**src/rtl/execution_controller.sv**
```systemverilog
// Run controller for a processor instance: sequences the processor reset, counts RUN cycles,
// detects the HALT rising edge, enforces a cycle-count timeout and holds a post-halt drain
// window. START restarts the whole sequence from either DONE state without a global reset.
module execution_controller #(
    parameter int unsigned RESET_CYCLES     = 10,
    parameter int unsigned TIMEOUT_CYCLES   = 2500000,
    parameter int unsigned POST_HALT_CYCLES = 5,
    parameter int unsigned COUNT_WIDTH      = 32
) (
    input  logic                   CLK,
    input  logic                   RST_bar,
    input  logic                   HALT,
    input  logic                   START,
    output logic                   CPU_RST_bar,
    output logic                   RUNNING,
    output logic                   HALTED,
    output logic                   TIMED_OUT,
    output logic                   DONE,
    output logic [COUNT_WIDTH-1:0] CYCLES
);

    // One counter serves both the reset hold and the drain window; size it for the longer one.
    localparam int unsigned CntMax = (RESET_CYCLES > POST_HALT_CYCLES) ? RESET_CYCLES
                                                                       : POST_HALT_CYCLES;
    localparam int unsigned CntW   = (CntMax > 1) ? $clog2(CntMax) : 1;

    localparam logic [CntW-1:0]        HoldLast    = CntW'(RESET_CYCLES - 1);
    localparam logic [CntW-1:0]        DrainLast   = CntW'(POST_HALT_CYCLES - 1);
    localparam logic [COUNT_WIDTH-1:0] TimeoutLast = COUNT_WIDTH'(TIMEOUT_CYCLES - 1);
    localparam logic [COUNT_WIDTH-1:0] TimeoutVal  = COUNT_WIDTH'(TIMEOUT_CYCLES);

    typedef enum logic [2:0] {
        StResetHold   = 3'd0,
        StRun         = 3'd1,
        StDrain       = 3'd2,
        StDoneHalt    = 3'd3,
        StDoneTimeout = 3'd4
    } state_e;

    state_e                 state_q, state_d;
    logic [CntW-1:0]        cnt_q, cnt_d;
    logic [COUNT_WIDTH-1:0] cycles_q, cycles_d;
    logic                   halt_prev_q;
    logic                   halt_rise;
    logic                   cpu_rst_bar_q, cpu_rst_bar_d;
    logic                   running_q, running_d;
    logic                   halted_q, halted_d;
    logic                   timed_out_q, timed_out_d;
    logic                   done_q, done_d;

    // Next-state, counters and registered-output values.
    always_comb begin
        state_d   = state_q;
        cnt_d     = cnt_q;
        cycles_d  = cycles_q;
        halt_rise = HALT & ~halt_prev_q;

        case (state_q)
            StResetHold: begin
                if (cnt_q == HoldLast) begin
                    state_d  = StRun;
                    cnt_d    = '0;
                    cycles_d = '0;
                end else begin
                    cnt_d = cnt_q + CntW'(1);
                end
            end
            StRun: begin
                // Halt wins over a timeout landing on the same edge.
                if (halt_rise) begin
                    cnt_d   = '0;
                    state_d = (POST_HALT_CYCLES == 0) ? StDoneHalt : StDrain;
                end else if ((TIMEOUT_CYCLES != 0) && (cycles_q == TimeoutLast)) begin
                    cycles_d = TimeoutVal;
                    state_d  = StDoneTimeout;
                end else if (cycles_q != '1) begin
                    cycles_d = cycles_q + COUNT_WIDTH'(1);
                end
            end
            StDrain: begin
                if (cnt_q == DrainLast) begin
                    state_d = StDoneHalt;
                    cnt_d   = '0;
                end else begin
                    cnt_d = cnt_q + CntW'(1);
                end
            end
            StDoneHalt, StDoneTimeout: begin
                // CYCLES is kept until the next RUN entry clears it.
                if (START) begin
                    state_d = StResetHold;
                    cnt_d   = '0;
                end
            end
            default: begin
                state_d = StResetHold;
                cnt_d   = '0;
            end
        endcase

        // Timeout pulls the processor back into reset so a runaway program stops.
        cpu_rst_bar_d = (state_d == StRun) || (state_d == StDrain) || (state_d == StDoneHalt);
        running_d     = (state_d == StRun);
        halted_d      = (state_d == StDoneHalt);
        timed_out_d   = (state_d == StDoneTimeout);
        done_d        = halted_d | timed_out_d;
    end

    // State and output registers; halt_prev resets high so a HALT held through reset is no rise.
    always_ff @(posedge CLK or negedge RST_bar) begin
        if (!RST_bar) begin
            state_q       <= StResetHold;
            cnt_q         <= '0;
            cycles_q      <= '0;
            halt_prev_q   <= 1'b1;
            cpu_rst_bar_q <= 1'b0;
            running_q     <= 1'b0;
            halted_q      <= 1'b0;
            timed_out_q   <= 1'b0;
            done_q        <= 1'b0;
        end else begin
            state_q       <= state_d;
            cnt_q         <= cnt_d;
            cycles_q      <= cycles_d;
            halt_prev_q   <= HALT;
            cpu_rst_bar_q <= cpu_rst_bar_d;
            running_q     <= running_d;
            halted_q      <= halted_d;
            timed_out_q   <= timed_out_d;
            done_q        <= done_d;
        end
    end

    assign CPU_RST_bar = cpu_rst_bar_q;
    assign RUNNING     = running_q;
    assign HALTED      = halted_q;
    assign TIMED_OUT   = timed_out_q;
    assign DONE        = done_q;
    assign CYCLES      = cycles_q;

endmodule

```
**config.mk**
```make
export PLATFORM = sky130hd
export DESIGN_NAME = execution_controller
export DESIGN_NICKNAME = d
export VERILOG_FILES = /design/src/rtl/execution_controller.sv
export SDC_FILE = /design/constraint.sdc
export NUM_CORES = 1
export LEC_CHECK = 0
export ABC_AREA = 1
export CAP_MARGIN = 20
export CORE_ASPECT_RATIO = 0.5
export CORE_MARGIN = 2
export CORE_UTILIZATION = 56
export CTS_CLUSTER_SIZE = 30
export DETAILED_ROUTE_END_ITERATION = 6
export GPL_TIMING_DRIVEN = 0
export HOLD_SLACK_MARGIN = 0.06
export PLACE_DENSITY_LB_ADDON = 0.12
export SYNTH_ARGS = -nofsm -noshare
export SYNTH_HDL_FRONTEND = slang
export SYNTH_SLANG_ARGS = --single-unit
```
**constraint.sdc**
```tcl
create_clock -name CLK -period 2.3 [get_ports CLK]
set_input_delay 0.69 -clock CLK [delete_from_list [all_inputs] [get_ports CLK]]
set_output_delay 0.69 -clock CLK [all_outputs]
set_load 0.03 [all_outputs]
```
==> flow_summary.yaml <==
outcome:
  run_status: "complete, no violations"
sta:
  slew_viol_final: 0
  fin_crit_sh: 0.962
  fmax_mhz: 452
  setup_ws_ns: 0.0870
  finalSetupViolations: 0
  clock_skew_ns: 0.00459
  hold_viol: 0
  rsz0062_at_grt: "no"
  tightestPinTransition_ns: 0.602
  slew_headroom: 0.599
  finalCriticalPeriod_ns: 2.21
layout:
  drive_gt1_frac: 0.0570
  diodes: 0
  final_nets: 568
  fin_util: 0.707
  final_cell_mix: "nand2_1 (217), nor2_1 (100), inv_1 (49), dfrtp_1 (44)"
  layout.cells.non_filler: 634
  final_common_cell: "nand2_1"
  syn2layout_area_growth_pct: 21.9
setup_path:
  critPathArrivalTime_ns: 1.52
  critPathKind: "flip-flop to output port"
  worstPathRequired_ns: 1.61
  crit_path_max_fanout: 9
  cp.depth: 1
  slowest_delay_ns: 0.73
  r2r_cells: 12
  cp-end-kind: "output port"
  worstPathCellList: "clkdlybuf4s50_1"
  crit_buf_inv: 1
  crit_path_start_kind: "flip-flop"
  path_delay_family: "buffers and inverters"
  cp_slowest_cell: "clkdlybuf4s50_1"
  ff2ff_setup_slack_ns: 0.14
grt:
  grt_max_degree: 24
  grt_remaining_overflow: 0
  grt_pass1_vias: 3042
  grt_usage: 0.309
  grt_pass1_wl_um: 15000
  antenna_found_initial: 0
drt:
  ant_nets: 0
  drc: 0
  first_iter_violations: 263
  vias: 3316
  viasPerCell: 5.23
  drt-total-wl_um: 9330
  first_pass_iters: 5
  drt-wirelength-per-cell_um: 14.7
clock_network:
  clkTransAtPathRegs_ns: 0.06
  cts.sinks: 45
  clockBufferDepth: 2
  numCtsBuffers: 5
  holdBufCountCts: 0
  ctsHtreeMaxLevel: 2
  cts_root_buf: "clkbuf_16"
  cts_tree: "done"
  clock_latency_ns: 0.30
min_path:
  hold_path_class: "primary input to async pin"
floorplanning:
  fp-row-count: 19
  die_x_um: 110
  die_area_sq_mm: 0.00632
  num_io_pins: 41
  die_y_um: 57.2
  core_sq_mm: 0.00547
  initial_core_util: 0.580
place:
  post-place-cells: 626
  place_congestion: 1.00
  port-buffer-count: 40
  place_ws_ns: -0.139
  hpwl_um: 7240
logic_synthesis:
  syn_area_per_cell_sq_um: 6.19
  yosys_warnings: 0
  synth_seq_cells: 45
  yosysTopAreaCellShare: 0.347
  synth.net_count: 520
  syn_area_sq_mm: 0.00317
  yosys.area.top_type: "dfrtp_1"
  synth_area_leaders: "dfrtp_1 (35%), nand2_1 (26%), nor2_1 (12%)"
  synth_cells: 512
  yosysSeqAreaShare: 0.356
  synth.distinct_cells: 27
pwr:
  p_per_area_mw_per_mm2: 657
  ir_worst_vdd_uv: 676
  leakagePower_nw: 1.74
run:
  cap_violations: 0
==> report_power, final <==
group,switching [W],internal (W)
logic,0.000481,0.000235
registers,0.0000860,0.000867
clock network,0.000328,0.000543
total,0.000895,0.00164
==> cells in the mapped netlist <==
cell type  count
nor3_1         2
xor2_1        11
nor2_4         2
dfstp_2        1
inv_2          2
o21ai_0        8
nand2_4        3
xnor2_1        2
buf_6          3
nand2_1      217
buf_2          2
a21oi_1        4
nand3_1       39
clkbuf_1       2
inv_1         49
nand3b_1       1
nor2_2         2
and3_1         1
o22ai_1        1
nand2_2        4
ha_1           4
nor3_4         1
a21oi_4        1
nand4_1        5
nor2_1       100
dfrtp_1       44
clkinv_1       1
==> cell type report <==
| cell class | instances | area, sq um |
|---|---|---|
| buffer | 7 | 51.3 |
| clock buffer | 6 | 139 |
| clock inverter | 2 | 37.5 |
| fill | 493 | 1600 |
| inverter | 52 | 195 |
| multi-input combinational | 408 | 1800 |
| sequential | 45 | 1130 |
| tap | 73 | 91.3 |
| timing repair buffer | 41 | 423 |
==> worst reg2reg max path, stage by stage, from the launching register on <==
cell and delay, ns:
dfrtp_1 0.50, ha_2 0.29, inv_1 0.09, nor2_4 0.21, nand2_2 0.15, nor2_4 0.16
nand2_2 0.08, nand2_4 0.09, nand2_4 0.09, nand2_4 0.12, buf_6 0.17, nand2_1 0.06
nand2_1 0.09
==> final timing paths <==
check | start | endpoint
min reg2reg | cnt_q[1] | cnt_q[1]
min in group CLK | cnt_q[1] | cnt_q[1]
min | RST_bar | CYCLES[11]
max | CYCLES[0] | CYCLES[0]
max reg2reg | CYCLES[0] | CYCLES[22]
max in group asynchronous | RST_bar | CYCLES[21]
==> registers in the layout (all words and copies together), names as in the netlist <==
| name | flops |
|---|---|
| CYCLES | 32 |
| HALTED | 1 |
| CPU_RST_bar | 1 |
| cnt_q | 4 |
| TIMED_OUT | 1 |
| halt_prev_q | 1 |
| RUNNING | 1 |
| state_q | 3 |
| DONE | 1 |
==> repair_timing <==
| action | CTS | global route |
|---|---|---|
| endpoints found under the hold margin | 0 | 0 |
| setup buffers | 0 | 0 |
| gates resized for setup | 0 | 1 |
| endpoints found under the setup margin | 0 | 24 |
==> per-layer routing <==
layer | share of wire | track usage
met1 | 0.46 | 0.423
met2 | 0.44 | 0.490
met3 | 0.091 | 0.0861
met4 | 0.010 | 0.0929
met5 | 0 | 0
==> kinds of logic (layout without fill, tap and decap cells) <==
group	after synthesis	count (layout)	synth area share
and+or+nand+nor	377	377	0.489
buffers and inverters	59	108	0.0777
DFF	45	45	0.356
AOI/OAI and AO/OA	14	14	0.0260
xor gates and xnor gates	13	13	0.0359
adders and majority gates	4	4	0.0158
==> through the flow <==
stage | power (W) | hold slack (ns) | TNS [ns] | instance area (sq um)
3_3_place_gp | 0.00165 | 0.533 | -30.62 | 3660
5_1_grt | 0.00266 | 0.430 | 0 | 3860
6_report | 0.00254 | 0.397 | 0 | 3860
3_5_place_dp | 0.00168 | 0.531 | -1.09 | 3680
2_1_floorplan | 0.00143 | 0.394 | 0 | 3170
4_1_cts | 0.00254 | 0.403 | 0 | 3860
No activity file was read; power rests on OpenSTA's default activity.
